===== src/rtl/store_unit.sv =====
// Buffered store path: formats byte/half/word stores into a DEPTH-entry FIFO
// and drains it in program order over a req/ack write bus.
module store_unit #(
    parameter int DEPTH = 4
) (
    input  logic        clk,
    input  logic        rst_n,
    input  logic        st_valid,
    output logic        st_ready,
    input  logic [31:0] st_addr,
    input  logic [31:0] st_data,
    input  logic [1:0]  st_size,
    output logic        st_err,
    output logic        mem_req,
    output logic [31:0] mem_addr,
    output logic [31:0] mem_wdata,
    output logic [3:0]  mem_wstrb,
    input  logic        mem_ack,
    input  logic [31:0] chk_addr,
    output logic        chk_hit,
    output logic        busy,
    output logic        empty
);
    localparam int PW = $clog2(DEPTH);

    typedef struct packed {
        logic [29:0] waddr;
        logic [31:0] wdata;
        logic [3:0]  wstrb;
    } entry_t;

    typedef enum logic {S_IDLE, S_REQ} state_t;

    entry_t            r_mem [DEPTH];
    logic [DEPTH-1:0]  r_vld;
    logic [PW-1:0]     r_head, r_tail;
    logic [PW:0]       r_count;
    logic              r_err;
    state_t            r_state, w_state_nxt;

    logic              w_legal, w_acc, w_push, w_pop, w_hit;
    logic [3:0]        w_strb;
    logic [31:0]       w_data;
    logic [PW:0]       w_count_nxt;
    entry_t            w_head;
    logic              w_unused;

    assign w_unused = &{1'b0, chk_addr[1:0]};

    always_comb begin
        w_legal = 1'b0;
        w_strb  = 4'b0000;
        w_data  = st_data;
        case (st_size)
            2'b00: begin
                w_legal = 1'b1;
                w_strb  = 4'b0001 << st_addr[1:0];
                w_data  = {4{st_data[7:0]}};
            end
            2'b01: begin
                w_legal = ~st_addr[0];
                w_strb  = st_addr[1] ? 4'b1100 : 4'b0011;
                w_data  = {2{st_data[15:0]}};
            end
            2'b10: begin
                w_legal = (st_addr[1:0] == 2'b00);
                w_strb  = 4'b1111;
            end
            default: ;
        endcase
    end

    assign st_ready    = (r_count != (PW+1)'(DEPTH));
    assign w_acc       = st_valid && st_ready;
    assign w_push      = w_acc && w_legal;
    assign w_pop       = (r_state == S_REQ) && mem_ack;
    assign w_count_nxt = r_count + (PW+1)'(w_push) - (PW+1)'(w_pop);
    assign w_head      = r_mem[r_head];

    // Payload storage carries no reset; r_vld and the output gating cover it.
    always_ff @(posedge clk) begin
        if (w_push) r_mem[r_tail] <= '{waddr: st_addr[31:2], wdata: w_data, wstrb: w_strb};
    end

    always_ff @(posedge clk or negedge rst_n) begin
        if (!rst_n) begin
            r_head  <= '0;
            r_tail  <= '0;
            r_count <= '0;
            r_vld   <= '0;
            r_err   <= 1'b0;
        end else begin
            r_err   <= w_acc && !w_legal;
            r_count <= w_count_nxt;
            if (w_pop) begin
                r_head        <= r_head + 1'b1;
                r_vld[r_head] <= 1'b0;
            end
            if (w_push) begin
                r_tail        <= r_tail + 1'b1;
                r_vld[r_tail] <= 1'b1;
            end
        end
    end

    always_ff @(posedge clk or negedge rst_n) begin
        if (!rst_n) r_state <= S_IDLE;
        else        r_state <= w_state_nxt;
    end

    always_comb begin
        w_state_nxt = r_state;
        case (r_state)
            S_IDLE: if (r_count != '0) w_state_nxt = S_REQ;
            S_REQ:  if (w_pop && w_count_nxt == '0) w_state_nxt = S_IDLE;
            default: w_state_nxt = S_IDLE;
        endcase
    end

    always_comb begin
        mem_req   = 1'b0;
        mem_addr  = '0;
        mem_wdata = '0;
        mem_wstrb = '0;
        if (r_state == S_REQ) begin
            mem_req   = 1'b1;
            mem_addr  = {w_head.waddr, 2'b00};
            mem_wdata = w_head.wdata;
            mem_wstrb = w_head.wstrb;
        end
    end

    // The in-flight head is still valid here, so loads stall until its ack.
    always_comb begin
        w_hit = 1'b0;
        for (int i = 0; i < DEPTH; i++)
            if (r_vld[i] && r_mem[i].waddr == chk_addr[31:2]) w_hit = 1'b1;
    end

    assign chk_hit = w_hit;
    assign st_err  = r_err;
    assign busy    = (r_count != '0);
    assign empty   = (r_count == '0);
endmodule


===== config.mk =====
export PLATFORM = sky130hd
export DESIGN_NAME = store_unit
export DESIGN_NICKNAME = d
export VERILOG_FILES = /design/src/rtl/store_unit.sv
export SDC_FILE = /design/constraint.sdc
export NUM_CORES = 1
export LEC_CHECK = 0
export CORE_MARGIN = 3
export CORE_UTILIZATION = 25
export DETAILED_ROUTE_END_ITERATION = 8
export PLACE_DENSITY = 0.4
export SETUP_SLACK_MARGIN = 0.15
export SYNTH_ARGS = -nofsm -noshare
export SYNTH_HDL_FRONTEND = slang
export SYNTH_SLANG_ARGS = --single-unit

===== constraint.sdc =====
create_clock -name clk -period 3.5 [get_ports clk]
set_input_delay 0.875 -clock clk [delete_from_list [all_inputs] [get_ports clk]]
set_output_delay 0.875 -clock clk [all_outputs]
set_load 0.01 [all_outputs]

==> impl_metrics.env <==
export IMPL_drv_cap=0
export IMPL_dpl_cell_area_sq_um=15500
export IMPL_clkTransAtPathRegs_ns=0.05
export IMPL_fin_crit_ns=3.28
export IMPL_synth_edf_count=264
export IMPL_grt_max_degree=40
export IMPL_ys_types=31
export IMPL_min_period_over_period_pct=93.7
export IMPL_synth_most_common_cell="edfxtp_1"
export IMPL_cp_end_kind="primary output"
export IMPL_tritoncts="yes"
export IMPL_yosysWarnings=0
export IMPL_grt_pass1_vias=7936
export IMPL_slew_headroom_pct=54.4
export IMPL_coreArea_sq_um=49200
export IMPL_layout_drive_gt1_share_pct=26.7
export IMPL_power_leakage_uw=0.00601
export IMPL_ys_ff_latch=277
export IMPL_area_delta_synth_final_pct=36.5
export IMPL_tightestPinTransition_ns=0.682
export IMPL_path_class="primary input to primary output"
export IMPL_ys_dominant_reg_cell="edfxtp_1"
export IMPL_die_h_microns=230
export IMPL_post_drt_wl_per_cell_microns=22.9
export IMPL_fillCellCount=4763
export IMPL_rsz0062_at_grt="true"
export IMPL_die_area_sq_um=52700
export IMPL_seq_area_frac_synth_pct=66.0
export IMPL_power_total_uw=12500
export IMPL_finalWirelength_microns=38100
export IMPL_yosys_top_cells_count="edfxtp_1, xnor2_1, and2_1"
export IMPL_critical_path_max_fanout=2
export IMPL_antenna_left=0
export IMPL_holdCritPathClass="register to register"
export IMPL_crit_arrival_ns=2.41
export IMPL_synth_cells=723
export IMPL_crit_path_start_kind="primary input"
export IMPL_clock_fmax_mhz=305
export IMPL_r2r_start="r_state"
export IMPL_h_tree_depth=2
export IMPL_fin_ws_ns=0.220
export IMPL_hpwlAfterDp_microns=26000
export IMPL_synth_top_cell_by_area="edfxtp_1"
export IMPL_cts_sinks=277
export IMPL_finalSetupTns_ns=0
export IMPL_synth_area_leaders="edfxtp_1, mux4_2, xnor2_1"
export IMPL_design_area_sq_um=17100
export IMPL_drc=0
export IMPL_start_util_pct=25.4
export IMPL_grt_usage_pct=14.6
export IMPL_netlist_area_sq_um=12500
export IMPL_nNetsFinal=1089
export IMPL_vias=7101
export IMPL_port_buffers=171
export IMPL_clock_root_buffer="clkbuf_16"
export IMPL_critPathRequiredTime_ns=2.62
export IMPL_status="completed"
export IMPL_clkLatencyLatePin_ns=0.54
export IMPL_antenna_found_initial=5
export IMPL_synth_top_area_share_pct=63.4
export IMPL_finalHoldViolCount=0
export IMPL_finish_utilization_pct=34.7
export IMPL_dr_pass1_iters=4
export IMPL_place_congestion=0.758
export IMPL_syn_area_per_cell_sq_um=17.3
export IMPL_maxSlewViolCount=0
export IMPL_fin_skew_ns=0.0147
export IMPL_fp_dieW_microns=230
export IMPL_io_pins=176
export IMPL_synthArstFlopShare_pct=4.69
export IMPL_grt_pass1_wl_microns=55700
export IMPL_rrSetupSlack_ns=1.08
export IMPL_cts_buffers_inserted=34
export IMPL_hp_start="r_vld[2]"
export IMPL_drtIter0Drc=381
export IMPL_setup_worst_path_start="chk_addr[2]"
export IMPL_via_per_inst=4.27
export IMPL_clk_path_buf_depth=3
export IMPL_grt_ovfl_total=0
export IMPL_post_place_ws_ns=-0.576
export IMPL_ir_worst_vdd_mv=0.352
export IMPL_powerDensity_nw_per_um2=733
export IMPL_setup_violations_final=0
export IMPL_num_rows=81
layer usage:
metal  vias to the layer above  wire [microns]  global-route usage, %
met1                      3584           15500                   17.8
met2                       193           19700                   25.8
met4                         6             697                   3.39
met3                        48            2220                   3.96
li1                       3270               -                      -
met5                         -              37                      0
worst paths after layout:
| kind | end | cells past startpoint |
|---|---|---|
| max | chk_hit | 8 |
| min | r_vld[2] | 1 |
| max reg2reg | r_state | 10 |
| min reg2reg | r_vld[2] | 1 |
| max in group asynchronous | r_head[0] | 1 |
| min in group asynchronous | r_count[2] | 1 |
where the power goes:
| group | internal [uW] | switching (uW) |
|---|---|---|
| Clock | 2040 | 1340 |
| Sequential | 4060 | 204 |
| Combinational | 2540 | 2320 |
cells by family (layout without fill, tap and decap cells):
| group | count (synthesis) | after routing | share of synthesized area, % |
|---|---|---|---|
| compound gates | 21 | 21 | 0.990 |
| xor+xnor | 124 | 124 | 8.68 |
| fa+ha+maj | 11 | 11 | 1.16 |
| buf+inv | 58 | 333 | 2.49 |
| flops | 277 | 277 | 66.0 |
| mux | 92 | 92 | 14.1 |
| other cells | 1 | 3 | 0.0300 |
| simple gates | 139 | 139 | 6.52 |
critical path: stages:
cell and delay [ns]:
dlygate4sd2_1 0.29, xnor2_2 0.19, buf_4 0.15, nand4_1 0.15
nor4_2 0.32, nand4_1 0.12, nand4_1 0.15, buf_2 0.16
layout make-up:
class                           instances  area (sq um)  area share [%]
Clock buffer                           38           887            5.19
Timing Repair Buffer                  264          2720            15.9
Inverter                               10          37.5           0.220
Multi-Input combinational cell        389          4160            24.3
Clock inverter                         21           181            1.06
Sequential cell                       277          8260            48.4
Tap cell                              664           831            4.86
Antenna cell                            1          2.50          0.0147
layout by cell type, fill, tap and decap left out, types with 3 or more instances in the layout:
cell type        Yosys  final
edfxtp_1           264    264
clkdlybuf4s50_1      0     74
dlygate4sd2_1        0     70
and2_1              71     67
mux4_2              66     66
buf_4                2     66
xnor2_1             80     65
xor2_1              44     44
clkbuf_16            0     35
nand4_1             25     25
mux2_2              17     17
dlymetal6s2s_1       0     17
buf_12               4     16
nand2_1             15     15
xnor2_2              0     14
nor4_2               0     12
o21ai_0             10     10
inv_1               10     10
ha_1                10     10
dfrtp_1             13     10
mux2i_1              9      9
buf_16               0      9
clkinv_2             0      8
clkinv_1             0      7
nor2_1               6      6
a21oi_1              6      6
clkbuf_2             0      5
a22o_1               4      4
and2_4               0      4
nor4_1              16      4
bufinv_16            0      3
clkbuf_1            27      3
clkdlybuf4s15_1      0      3
sequential cells by signal (all words and copies together), names as in the netlist:
signal and count:
r_vld 4, st_err 1, r_state 1, r_head 2, r_mem 264, r_tail 2, r_count 3
stage by stage:
step | hold WS (ns) | cells
detailed placement | 0.519 | 1586
finish | 0.531 | 1664
global route | 0.581 | 1663
global placement | 0.527 | 1586
CTS | 0.532 | 1663
floorplan | 0.465 | 724
timing repair:
item,4_1_cts,5_1_grt
gates cloned,7,0
endpoints found under the hold margin,0,0
pin swaps,10,15
resized for setup,108,48
hold buffers,0,0
setup endpoints to repair,67,8
setup buffers,11,0
No activity file was read; power rests on OpenSTA's default activity.
